`src/rtl/input_pkg.sv`:
```
// -----------------------------------------------------------------------------
// input_pkg
// Shared definitions for the front-panel input conditioner: default debounce
// length and switch-bank width, the debounce counter width helper, and the
// channel layout used when the raw inputs are packed into one vector.
// -----------------------------------------------------------------------------
package input_pkg;

   // 10 ms at the 5 MHz oscillator clock.
   localparam int DEBOUNCE_CYCLES_DEFAULT = 50000;
   localparam int NUM_SWITCHES_DEFAULT    = 8;

   // Control channels that precede the general switch bank in the packed
   // channel vector.
   localparam int CH_STEP              = 0;
   localparam int CH_CPU_RESET         = 1;
   localparam int CH_INSTR_N_CYCLE     = 2;
   localparam int CH_STEP_N_RUN        = 3;
   localparam int CH_ENABLE_BREAKPOINT = 4;
   localparam int NUM_CTRL_CHANNELS    = 5;

   // Counter holds 0 .. cycles-1, so ceil(log2(cycles)) bits suffice.
   function automatic int counterWidth(input int cycles);
      return (cycles < 2) ? 1 : $clog2(cycles);
   endfunction

endpackage

```
`src/rtl/debounce_channel.sv`:
```
// -----------------------------------------------------------------------------
// debounce_channel
// One-bit conditioner: 2-flop synchronizer followed by a saturating debounce
// counter and a stable-level register.
//
// Ports
//   clk      in   conditioner clock, rising edge
//   reset    in   synchronous, active-high; clears synchronizer, count, level
//   rawIn    in   raw asynchronous input bit
//   syncOut  out  second synchronizer flop (raw input delayed by 2 edges)
//   level    out  debounced level, driven straight from the stable register
// -----------------------------------------------------------------------------
module debounce_channel
   import input_pkg::*;
#(
   parameter int DEBOUNCE_CYCLES = DEBOUNCE_CYCLES_DEFAULT
) (
   input  logic clk,
   input  logic reset,
   input  logic rawIn,
   output logic syncOut,
   output logic level
);

   localparam int CW = counterWidth(DEBOUNCE_CYCLES);
   localparam logic [CW-1:0] LAST_COUNT = CW'(DEBOUNCE_CYCLES - 1);

   logic          sync1;
   logic          sync2;
   logic [CW-1:0] count;
   logic          stable;

   always_ff @(posedge clk) begin
      if (reset) begin
         sync1  <= 1'b0;
         sync2  <= 1'b0;
         count  <= '0;
         stable <= 1'b0;
      end else begin
         sync1 <= rawIn;
         sync2 <= sync1;
         // Any agreement restarts the run; only an unbroken run of
         // DEBOUNCE_CYCLES disagreeing samples moves the stable level.
         if (sync2 == stable) begin
            count <= '0;
         end else if (count == LAST_COUNT) begin
            stable <= sync2;
            count  <= '0;
         end else begin
            count <= count + CW'(1);
         end
      end
   end

   assign syncOut = sync2;
   assign level   = stable;

endmodule

```
`src/rtl/input_conditioner.sv`:
```
// -----------------------------------------------------------------------------
// input_conditioner
// Synchronizes and debounces the front-panel buttons and switches, turns the
// step button into a single-cycle pulse per press and flags any change of the
// data switch bank with a single-cycle pulse.
//
// Ports
//   i_oszClk              in   single clock, rising edge
//   i_reset               in   synchronous, active-high reset
//   i_btnStep             in   raw step button (1 = pressed)
//   i_btnReset            in   raw CPU-reset button (1 = pressed)
//   i_swInstrNCycle       in   raw mode switch
//   i_swStepNRun          in   raw mode switch
//   i_swEnableBreakpoint  in   raw mode switch
//   i_switches            in   raw data switches [NUM_SWITCHES]
//   o_stepPulse           out  one-cycle pulse per accepted step press
//   o_cpuReset            out  debounced CPU-reset button level
//   o_swInstrNCycle       out  debounced mode switch
//   o_swStepNRun          out  debounced mode switch
//   o_swEnableBreakpoint  out  debounced mode switch
//   o_switches            out  debounced data switches [NUM_SWITCHES]
//   o_switchesChanged     out  one-cycle pulse after any o_switches change
// -----------------------------------------------------------------------------
module input_conditioner
   import input_pkg::*;
#(
   parameter int DEBOUNCE_CYCLES = DEBOUNCE_CYCLES_DEFAULT,
   parameter int NUM_SWITCHES    = NUM_SWITCHES_DEFAULT
) (
   input  logic                    i_oszClk,
   input  logic                    i_reset,
   input  logic                    i_btnStep,
   input  logic                    i_btnReset,
   input  logic                    i_swInstrNCycle,
   input  logic                    i_swStepNRun,
   input  logic                    i_swEnableBreakpoint,
   input  logic [NUM_SWITCHES-1:0] i_switches,
   output logic                    o_stepPulse,
   output logic                    o_cpuReset,
   output logic                    o_swInstrNCycle,
   output logic                    o_swStepNRun,
   output logic                    o_swEnableBreakpoint,
   output logic [NUM_SWITCHES-1:0] o_switches,
   output logic                    o_switchesChanged
);

   localparam int NUM_CHANNELS = NUM_CTRL_CHANNELS + NUM_SWITCHES;

   logic [NUM_CHANNELS-1:0] rawVec;
   logic [NUM_CHANNELS-1:0] syncVec;
   logic [NUM_CHANNELS-1:0] stableVec;
   logic [NUM_SWITCHES-1:0] switchesStable;
   logic                    syncUnused;

   logic                    stepStable;
   logic                    stepSync;
   logic [1:0]              syncFilled;
   logic                    stepArmed;
   logic                    stepPrev;
   logic                    stepPulseReg;
   logic [NUM_SWITCHES-1:0] switchesPrev;
   logic                    switchesChangedReg;

   // Channel order matches the CH_* indices in input_pkg.
   assign rawVec = {i_switches, i_swEnableBreakpoint, i_swStepNRun,
                    i_swInstrNCycle, i_btnReset, i_btnStep};

   for (genvar ch = 0; ch < NUM_CHANNELS; ch++) begin : genChannel
      debounce_channel #(
         .DEBOUNCE_CYCLES(DEBOUNCE_CYCLES)
      ) uChannel (
         .clk    (i_oszClk),
         .reset  (i_reset),
         .rawIn  (rawVec[ch]),
         .syncOut(syncVec[ch]),
         .level  (stableVec[ch])
      );
   end

   // Only the step channel's synchronizer output feeds the arm logic.
   assign syncUnused = ^syncVec[NUM_CHANNELS-1:1];

   assign stepStable     = stableVec[CH_STEP];
   assign stepSync       = syncVec[CH_STEP];
   assign switchesStable = stableVec[NUM_CHANNELS-1:NUM_CTRL_CHANNELS];

   always_ff @(posedge i_oszClk) begin
      if (i_reset) begin
         syncFilled         <= 2'b00;
         stepArmed          <= 1'b0;
         stepPrev           <= 1'b0;
         stepPulseReg       <= 1'b0;
         switchesPrev       <= '0;
         switchesChangedReg <= 1'b0;
      end else begin
         // The stable register reads 0 right after reset even when the button
         // is held, so arming also requires the synchronizer to have refilled
         // with real samples and to show the button released.
         syncFilled <= {syncFilled[0], 1'b1};
         if (syncFilled[1] && !stepStable && !stepSync) begin
            stepArmed <= 1'b1;
         end
         stepPrev           <= stepStable;
         stepPulseReg       <= stepArmed && stepStable && !stepPrev;
         switchesPrev       <= switchesStable;
         switchesChangedReg <= |(switchesStable ^ switchesPrev);
      end
   end

   assign o_stepPulse          = stepPulseReg;
   assign o_cpuReset           = stableVec[CH_CPU_RESET];
   assign o_swInstrNCycle      = stableVec[CH_INSTR_N_CYCLE];
   assign o_swStepNRun         = stableVec[CH_STEP_N_RUN];
   assign o_swEnableBreakpoint = stableVec[CH_ENABLE_BREAKPOINT];
   assign o_switches           = switchesStable;
   assign o_switchesChanged    = switchesChangedReg;

endmodule

```
`config.mk`:
```
export PLATFORM = sky130hd
export DESIGN_NAME = input_conditioner
export DESIGN_NICKNAME = d
export VERILOG_FILES = /design/src/rtl/input_pkg.sv /design/src/rtl/debounce_channel.sv /design/src/rtl/input_conditioner.sv
export SDC_FILE = /design/constraint.sdc
export NUM_CORES = 1
export LEC_CHECK = 0
export BUFFER_PORTS_ARGS = -buffer_cell sky130_fd_sc_hd__buf_4
export CAP_MARGIN = 10
export CORE_ASPECT_RATIO = 0.9
export CORE_MARGIN = 1
export CORE_UTILIZATION = 60
export CTS_CLUSTER_DIAMETER = 80
export DETAILED_ROUTE_END_ITERATION = 12
export GPL_TIMING_DRIVEN = 0
export MAX_ROUTING_LAYER = met4
export PLACE_DENSITY = 0.83
export SETUP_SLACK_MARGIN = 0.1
export SLEW_MARGIN = 10
export SYNTH_ARGS = -nofsm -noshare
export SYNTH_HDL_FRONTEND = slang
export SYNTH_HIERARCHICAL = 1
export SYNTH_SLANG_ARGS = --single-unit
export TNS_END_PERCENT = 5
```
`constraint.sdc`:
```
create_clock -name i_oszClk -period 2.45 [get_ports i_oszClk]
set_clock_uncertainty 0.15 [all_clocks]
set_input_delay 0.49 -clock i_oszClk [delete_from_list [all_inputs] [get_ports i_oszClk]]
set_output_delay 0.49 -clock i_oszClk [all_outputs]
set_load 0.02 [all_outputs]
```
==> Yosys cells after proc, flatten, opt, wreduce, memory -nomap -nowiden <==
Cells that the tools add are included.
{ "op_classes": {"muxes": 1, "n_eq_ne": 26, "n_addsub": 13, "reduce_logical": 34, "bitwise": 14} }
{ "ops": {"columns": ["cell", "count"], "rows": [
  ["adder 16 x 1 -> 16 bit, second input constant", 13],
  ["equality test 16 bit, second input constant", 13],
  ["OR reduction 3 bit", 13],
  ["AND reduction 2 bit", 13],
  ["equality test 1 bit", 13],
  ["NOT 1 bit", 13],
  ["OR reduction 8 bit", 1],
  ["bitwise XOR 8 bit", 1],
  ["logical AND 1 bit", 4],
  ["zero test 1 bit", 3],
  ["two-way mux 1 bit", 1]
]} }
{ "word_totals": {"reg_bits": 261, "wordCells": 147, "out_inout_bits": 14} }

==> Logic depth before layout (Yosys ltp) <==
Gate-level depths: netlist of the first run.
{ "logic_depth": {"ltp_word": 3, "depth_mapped": 6, "depth_no_buf": 5} }

==> By module <==
The synthesis of the first run kept the hierarchy.
{ "modules_own_cells": {"columns": ["mod", "area_each_um2", "instances", "seq_area_each_um2", "cells_each"], "rows": [
  ["debounce_channel (genChannel[0].uChannel ...)", 847.1, 12, 380.4, 87],
  ["debounce_channel (genChannel[9].uChannel)", 822.0, 1, 380.4, 91],
  ["input_conditioner", 462.9, 1, 280.3, 41]
]} }

==> Worst setup path after synthesis of the first run <==
OpenSTA, ideal clock, no wires.
{ "synth_timing": {"path_type": "flip-flop to flip-flop", "start": "register genChannel[9].uChannel.count[0]", "end": "register genChannel[9].uChannel.count[13]", "path_stages_with_launch": 7, "synth_period_minus_slack_ns": 1.876, "setup_ns": 0.115, "required_ns": 2.185, "slack_ns": 0.574, "n_path_buf": 1, "t_arrival_ns": 1.611, "cell_sequence": "dfxtp_1 > ha_1 > nand3_4 > or4_4 > o21ai_4 > buf_4 > nor2_1"} }
{ "synth_via": {"elab_chain_cells": 2} }
{ "synth_lines": {"columns": ["element", "line", "text"], "rows": [
  ["start: declaration", "debounce_channel.sv:30", "logic [CW-1:0] count;"],
  ["start signal: assignment", "debounce_channel.sv:50", "count <= count + CW'(1);"],
  ["branches (longest 2 deep; another with adder 16 x 1 -> 16 bit)", null, null]
]} }
Parallel ways; which one is timed is not known.
A chain may end at the register's enable or synchronous reset.

==> Worst setup path after layout of the first run <==
{ "layout_timing": {"start": "register genChannel[9].uChannel.count[0]", "end": "register genChannel[9].uChannel.count[14]"} }
Same word-level chain as after synthesis.

==> results of run 1 <==
==> cells in the final DEF (no fill, tap or decap), types with 3 or more instances in the layout <==
master | netlist | final
dfxtp_1 | 261 | 261
nor2_1 | 249 | 249
xnor2_1 | 182 | 182
nand3_1 | 65 | 65
nor3_1 | 52 | 52
inv_1 | 42 | 42
nand2_1 | 39 | 39
nor2b_1 | 35 | 35
buf_4 | 1 | 29
clkbuf_16 | 0 | 27
nor4bb_1 | 24 | 24
nor4_2 | 24 | 24
nor2_2 | 24 | 24
xor2_1 | 21 | 21
nand4_1 | 15 | 15
ha_1 | 13 | 13
nor4b_1 | 12 | 12
nand4b_1 | 12 | 12
and3_2 | 12 | 12
nand2_2 | 12 | 12
buf_6 | 12 | 12
nand4_4 | 12 | 12
nand4_2 | 12 | 12
nor4_4 | 12 | 12
mux2i_1 | 12 | 12
nor4_1 | 8 | 8
clkbuf_8 | 0 | 7
clkinv_2 | 0 | 5
clkbuf_1 | 0 | 5
a21oi_1 | 3 | 3
==> worst paths after layout <==
path,end,slack [ps],start
setup / recovery,genChannel[9].uChannel/count[14],400,genChannel[9].uChannel/count[0]
hold / removal,genChannel[1].uChannel/sync1,30,i_btnReset
setup reg to reg,genChannel[9].uChannel/count[14],400,genChannel[9].uChannel/count[0]
hold reg to reg,genChannel[7].uChannel/syncOut,290,genChannel[7].uChannel/sync1
==> final cells by class <==
class / instances / area (sq um) / share of cell area (%)
buffer: 14 / 148 / 1.15
clock buffer: 39 / 791 / 6.17
clock inverter: 6 / 55.1 / 0.430
inverter: 42 / 158 / 1.23
multi-input combinational: 859 / 5920 / 46.2
sequential: 261 / 5230 / 40.8
tap: 245 / 307 / 2.39
timing repair buffer: 28 / 210 / 1.64
==> worst max-delay path: cells and delay by family, from the launching register on <==
family                     cells  cell delay, ps
and+or+nand+nor                3             730
DFF                            1             370
adders and majority gates      1             240
AOI/OAI and AO/OA              1             220
buffers and inverters          1             210
==> per-layer routing <==
| metal | wire length [um] | vias up | global-route usage (%) |
|---|---|---|---|
| li1 | - | 4066 | - |
| met3 | 605 | 41 | 3.03 |
| met5 | 0 | - | - |
| met2 | 9540 | 111 | 36.3 |
| met1 | 9160 | 3726 | 25.9 |
| met4 | 500 | 0 | 7.33 |
==> cells by family (layout without fill, tap and decap cells) <==
| group | count (synthesis) | count (layout) | synth area share (%) |
|---|---|---|---|
| AO/OA/AOI/OAI | 5 | 5 | 0.317 |
| XOR/XNOR | 203 | 203 | 15.5 |
| adder cells (fa/ha/maj) | 13 | 13 | 1.42 |
| buffers and inverters | 56 | 129 | 2.67 |
| flip-flops | 261 | 261 | 45.6 |
| multiplexers | 12 | 12 | 1.05 |
| AND/OR/NAND/NOR | 626 | 626 | 33.4 |
==> through the flow <==
step / hold WS (ps) / power (uW) / instances
floorplan: 264 / 4450 / 1176
global placement: 267 / 4490 / 1449
detailed placement: 276 / 4500 / 1449
CTS: 17.4 / 8380 / 1494
global route: 28.4 / 8560 / 1494
finish: 31.9 / 8270 / 1494
==> flip-flops by register name (all words and copies together) (netlist names) <==
register / cells
stepPrev: 1
o_switchesChanged: 1
switchesPrev: 8
syncFilled: 2
genChannel.uChannel/sync1: 13
o_stepPulse: 1
genChannel.uChannel/level: 13
genChannel.uChannel/syncOut: 13
genChannel.uChannel/count: 208
stepArmed: 1
==> power groups by stage <==
| stage | Sequential (uW) | Combinational, uW | Clock (uW) |
|---|---|---|---|
| 2_1_floorplan | 4380 | 66.6 | 0 |
| 3_3_place_gp | 4380 | 112 | 0 |
| 3_5_place_dp | 4380 | 114 | 0 |
| 4_1_cts | 4290 | 116 | 3970 |
| 5_1_grt | 4290 | 127 | 4140 |
| 6_report | 4290 | 113 | 3870 |
==> flow_metrics.py, run 1 <==
metrics = {
    "global_routing": {
        "grt_max_degree": 57,
        "antenna_found_initial": 0,
        "grt_pass1_wl_um": 34400,
        "grt_overflow": 0,
        "grt_pass1_vias": 7788,
        "grt_use_total_pct": 21.4,
    },
    "synthesis": {
        "synth.area.top_cells": "dfxtp_1 (46%), xnor2_1 (14%), nor2_1 (8.2%)",
        "syn_avg_cell_area_sq_um": 9.74,
        "synth_top_area_share_pct": 45.6,
        "synth_edf_count": 0,
        "synth_cell_types": 36,
        "ys_seq_area_share_pct": 45.6,
        "synth_flop_cell": "dfxtp_1",
        "synth_largest_area_cell": "dfxtp_1",
        "postSynthCellCount": 1176,
        "async_reset_ff_share_pct": 0,
        "yosys-top-cells-count": "dfxtp_1 (261), nor2_1 (249), xnor2_1 (182)",
        "ys_ff_latch": 261,
        "syn_nets": 1204,
        "yosysMostFrequentCell": "dfxtp_1",
        "ys_warn_count": 6,
        "syn_area_sq_mm": 0.0114,
    },
    "min_path": {
        "hold_path_class": "in -> reg",
        "min_path_cells": 2,
    },
    "clock_tree": {
        "cts.sinks": 261,
        "insertion_delay_ps": 520,
        "cts_root_buffer": "clkbuf_16",
        "hold_buffers": 0,
        "ctsResizeCount": 0,
        "htreeDepth": 1,
        "cts_tree": "yes",
        "clk_path_buf_depth": 3,
        "clk_pin_slew_ps": 60,
        "cts_buffers": 26,
        "cts_setup_buffers": 0,
    },
    "drt": {
        "drt_iter0_drc": 282,
        "drcViolationCount": 0,
        "via_count": 7944,
        "viasPerCell": 5.32,
        "ant_nets": 0,
        "firstDrtPassIters": 7,
        "finalWirelength_um": 19800,
        "wl_per_cell_um": 13.3,
    },
    "final_layout": {
        "n_fill_cell": 1396,
        "final_area_sq_mm": 0.0128,
        "drive_gt1_share_pct": 15.5,
        "final_core_util_pct": 69.2,
        "num_antenna_cells": 0,
        "area_growth_pct": 11.9,
        "fin_nets": 1260,
    },
    "power_and_ir_drop": {
        "power.leakage_uw": 0.00425,
        "internal_power_uw": 6640,
        "p_sw_share_pct": 19.7,
        "pwr-share-comb_pct": 1.4,
        "p_seq_share_pct": 51.9,
        "peakVddDrop_mv": 0.576,
        "p_sw_uw": 1630,
        "clock_power_share_pct": 46.8,
        "power_density_mw_per_mm2": 646,
    },
    "timing": {
        "timing.fmax_mhz": 488,
        "fin_ws_ps": 402,
        "finalCriticalPeriod_ps": 2050,
        "final-hold-violation-count": 0,
        "tns_ps": 0,
        "worst_slew_margin_rel_pct": 57.7,
        "rsz0062_at_grt": "no",
        "worstMarginPinSlew_ps": 635,
        "fin_crit_sh_pct": 83.6,
        "setup_violations": 0,
        "slew_violations": 0,
    },
    "setup_path": {
        "cp.arrival_ps": 2310,
        "crit_path_max_fanout": 10,
        "slowest_delay_ps": 530,
        "crit_path_end_kind": "flip-flop",
        "start_kind": "flip-flop",
        "worstPathRequired_ps": 2710,
        "r2r_cells": 6,
        "worstSetupPathType": "reg -> reg",
        "cpMaxStageDelayCell": "or4_4",
        "crit_chain": "ha_1, nand3_4, or4_4, o21ai_4, buf_4, nor2_1",
    },
    "die": {
        "die_area_sq_mm": 0.0196,
        "num_rows": 47,
        "dieWidth_um": 148,
        "start_util_pct": 61.8,
        "core-area_sq_mm": 0.0185,
        "ioPinCount": 29,
        "die_y_um": 133,
    },
    "placed_design": {
        "place_area_sq_mm": 0.0120,
        "dp_hpwl_um": 13200,
        "numPortBuffers": 28,
        "dpl_worst_slack_ps": 403,
        "gp_congestion": 0.792,
    },
    "run": {
        "drv_cap": 0,
    },
    "run_status": {
        "outcome": "completed",
    },
}
No activity file was read; power rests on OpenSTA's default activity.
==> inputs of run 2 (changes only) <==
Clock period 2.45 ns to 1.9 ns, I/O delays scaled along.
==> flow_metrics.py, run 2 (synthesis gave the netlist of run 1 again) <==
metrics = {
    "die": {
        "core-area_sq_mm": 0.0185,
        "start_util_pct": 61.8,
        "num_rows": 47,
        "dieWidth_um": 148,
        "die_y_um": 133,
        "die_area_sq_mm": 0.0196,
        "ioPinCount": 29,
    },
    "placed_design": {
        "dp_hpwl_um": 13000,
        "gp_congestion": 0.793,
        "numPortBuffers": 28,
        "place_area_sq_mm": 0.0120,
    },
    "global_routing": {
        "grt_pass1_vias": 7783,
        "antenna_found_initial": 0,
        "grt_pass1_wl_um": 35100,
        "grt_overflow": 0,
        "grt_max_degree": 57,
        "grt_use_total_pct": 21.7,
    },
    "timing": {
        "slew_violations": 0,
        "setup_violations": 0,
        "final-hold-violation-count": 0,
        "worst_slew_margin_rel_pct": 56.5,
        "timing.fmax_mhz": 537,
        "rsz0062_at_grt": "yes",
        "finalCriticalPeriod_ps": 1860,
        "worstMarginPinSlew_ps": 653,
        "fin_crit_sh_pct": 98.1,
        "hold_slack_ps": 213,
        "tns_ps": 0,
    },
    "final_layout": {
        "multi_input_area_sq_mm": 0.00610,
        "area_growth_pct": 16.7,
        "largest_register": "genChannel.uChannel/count",
        "final_common_cell": "dfxtp_1",
        "largest_register_ff_count": 208,
        "n_fill_cell": 1314,
        "final_area_sq_mm": 0.0134,
        "final_core_util_pct": 72.1,
        "fin_nets": 1298,
        "ff_latch_area_sq_mm": 0.00524,
        "drive_gt1_share_pct": 18.9,
        "final_cell_mix": "dfxtp_1 (257), nor2_1 (249), xnor2_1 (182), nand3_1 (53), buf_4 (53)",
        "num_antenna_cells": 0,
    },
    "clock_tree": {
        "clk_path_buf_depth": 3,
        "htreeDepth": 1,
        "cts_buffers": 26,
        "insertion_delay_ps": 520,
        "cts_root_buffer": "clkbuf_16",
        "clk_pin_slew_ps": 60,
        "cts_tree": "yes",
        "cts.sinks": 261,
    },
    "setup_path": {
        "rr_endpoint": "genChannel[9].uChannel/level",
        "slowest_delay_ps": 570,
        "cpMaxStageDelayCell": "or4_4",
        "r2r_cells": 5,
        "r2r-start": "genChannel[9].uChannel/count[1]",
        "reg2reg_slack_ps": 40,
        "start_kind": "flip-flop",
        "crit_chain": "ha_4, nand3_4, or4_4, or3_4, a21oi_2",
        "worstSetupPathType": "reg -> reg",
        "worstPathRequired_ps": 2200,
        "cp.arrival_ps": 2170,
        "crit_path_max_fanout": 4,
        "crit_path_end_kind": "flip-flop",
    },
    "run": {
        "drv_cap": 0,
    },
    "min_path": {
        "worstHoldStart": "i_reset",
        "hold_path_class": "in -> reg",
        "holdPathEnd": "genChannel[7].uChannel/level",
        "min_path_cells": 2,
    },
    "power_and_ir_drop": {
        "pwr-share-comb_pct": 1.7,
        "power_density_mw_per_mm2": 817,
        "clock_power_share_pct": 47.7,
        "internal_power_uw": 8750,
        "p_sw_share_pct": 19.9,
        "peakVddDrop_mv": 0.714,
        "power.leakage_uw": 0.00442,
        "p_seq_share_pct": 50.6,
        "p_sw_uw": 2170,
    },
    "drt": {
        "via_count": 8170,
        "ant_nets": 0,
        "finalWirelength_um": 20900,
        "drt_iter0_drc": 366,
        "firstDrtPassIters": 5,
        "viasPerCell": 5.33,
        "wl_per_cell_um": 13.6,
        "drcViolationCount": 0,
    },
    "run_status": {
        "outcome": "completed",
    },
}
## run 2: changes by cell type in the layout (fill, tap and decap cells not counted), sizes merged
cell	change
bufinv	+2
clkinvlp	+2
dlygate4sd3	+13
buf	+25
clkbuf	-3
## run 2: how the worst max path moves through the flow
stage	startpoint	endpoint	slack [ps]
after detailed placement	genChannel[9].uChannel/count[0]	genChannel[9].uChannel/count[13]	-80
after floorplan	genChannel[9].uChannel/count[0]	genChannel[9].uChannel/count[13]	100
after global placement	genChannel[9].uChannel/count[0]	genChannel[9].uChannel/count[13]	-40
after global routing	genChannel[9].uChannel/count[1]	genChannel[9].uChannel/level	-7
final	genChannel[9].uChannel/count[1]	genChannel[9].uChannel/level	40
after CTS	genChannel[9].uChannel/count[0]	genChannel[9].uChannel/level	80
## run 2: power by group through the flow
stage          clock, uW  combinational [uW]  sequential, uW
4_1_cts             5320                 174            5530
3_5_place_dp           0                 147            5650
5_1_grt             5550                 199            5530
3_3_place_gp           0                 144            5650
6_report            5210                 182            5530
2_1_floorplan          0                86.3            5650
## run 2: area by class of cell
type	count	area share [%]
multi-input cells	859	45.7
flip-flops and latches	261	39.2
clock buffers	36	5.61
repair buffers	66	3.95
well taps	245	2.29
inverters	42	1.18
plain buffers	14	1.13
clock inverters	10	0.974
## run 2: worst max-delay path: cells and delay by family, from the launching register on
kind	cells	cell delay, ps
AND/OR/NAND/NOR	3	1010
flip-flops	1	360
adder cells (fa/ha/maj)	1	150
AO/OA/AOI/OAI	1	130
## run 2: metal layers
layer / routed length [um] / share of wire [%] / global-route usage, % / vias to the layer above
li1: - / - / - / 4140
met1: 9790 / 47 / 27.9 / 3884
met2: 10000 / 48 / 35.2 / 106
met3: 634 / 3.0 / 3.38 / 40
met4: 433 / 2.1 / 5.96 / 0
met5: 0 / 0 / - / -
## run 2: metrics by stage
stage               total power (uW)  cells  setup WS [ps]
global route                   11300   1533          -7.05
finish                         10900   1533           36.7
detailed placement              5800   1449          -85.0
floorplan                       5730   1176            104
global placement                5790   1449          -43.8
CTS                            11000   1521           79.1
## run 2: what timing repair did
action | 4_1_cts | 5_1_grt
resized for setup | 22 | 14
hold buffers | 13 | 0
setup endpoints to repair | 162 | 153
endpoints found under the hold margin | 13 | 0
pin swaps | 3 | 4
setup buffers | 13 | 12
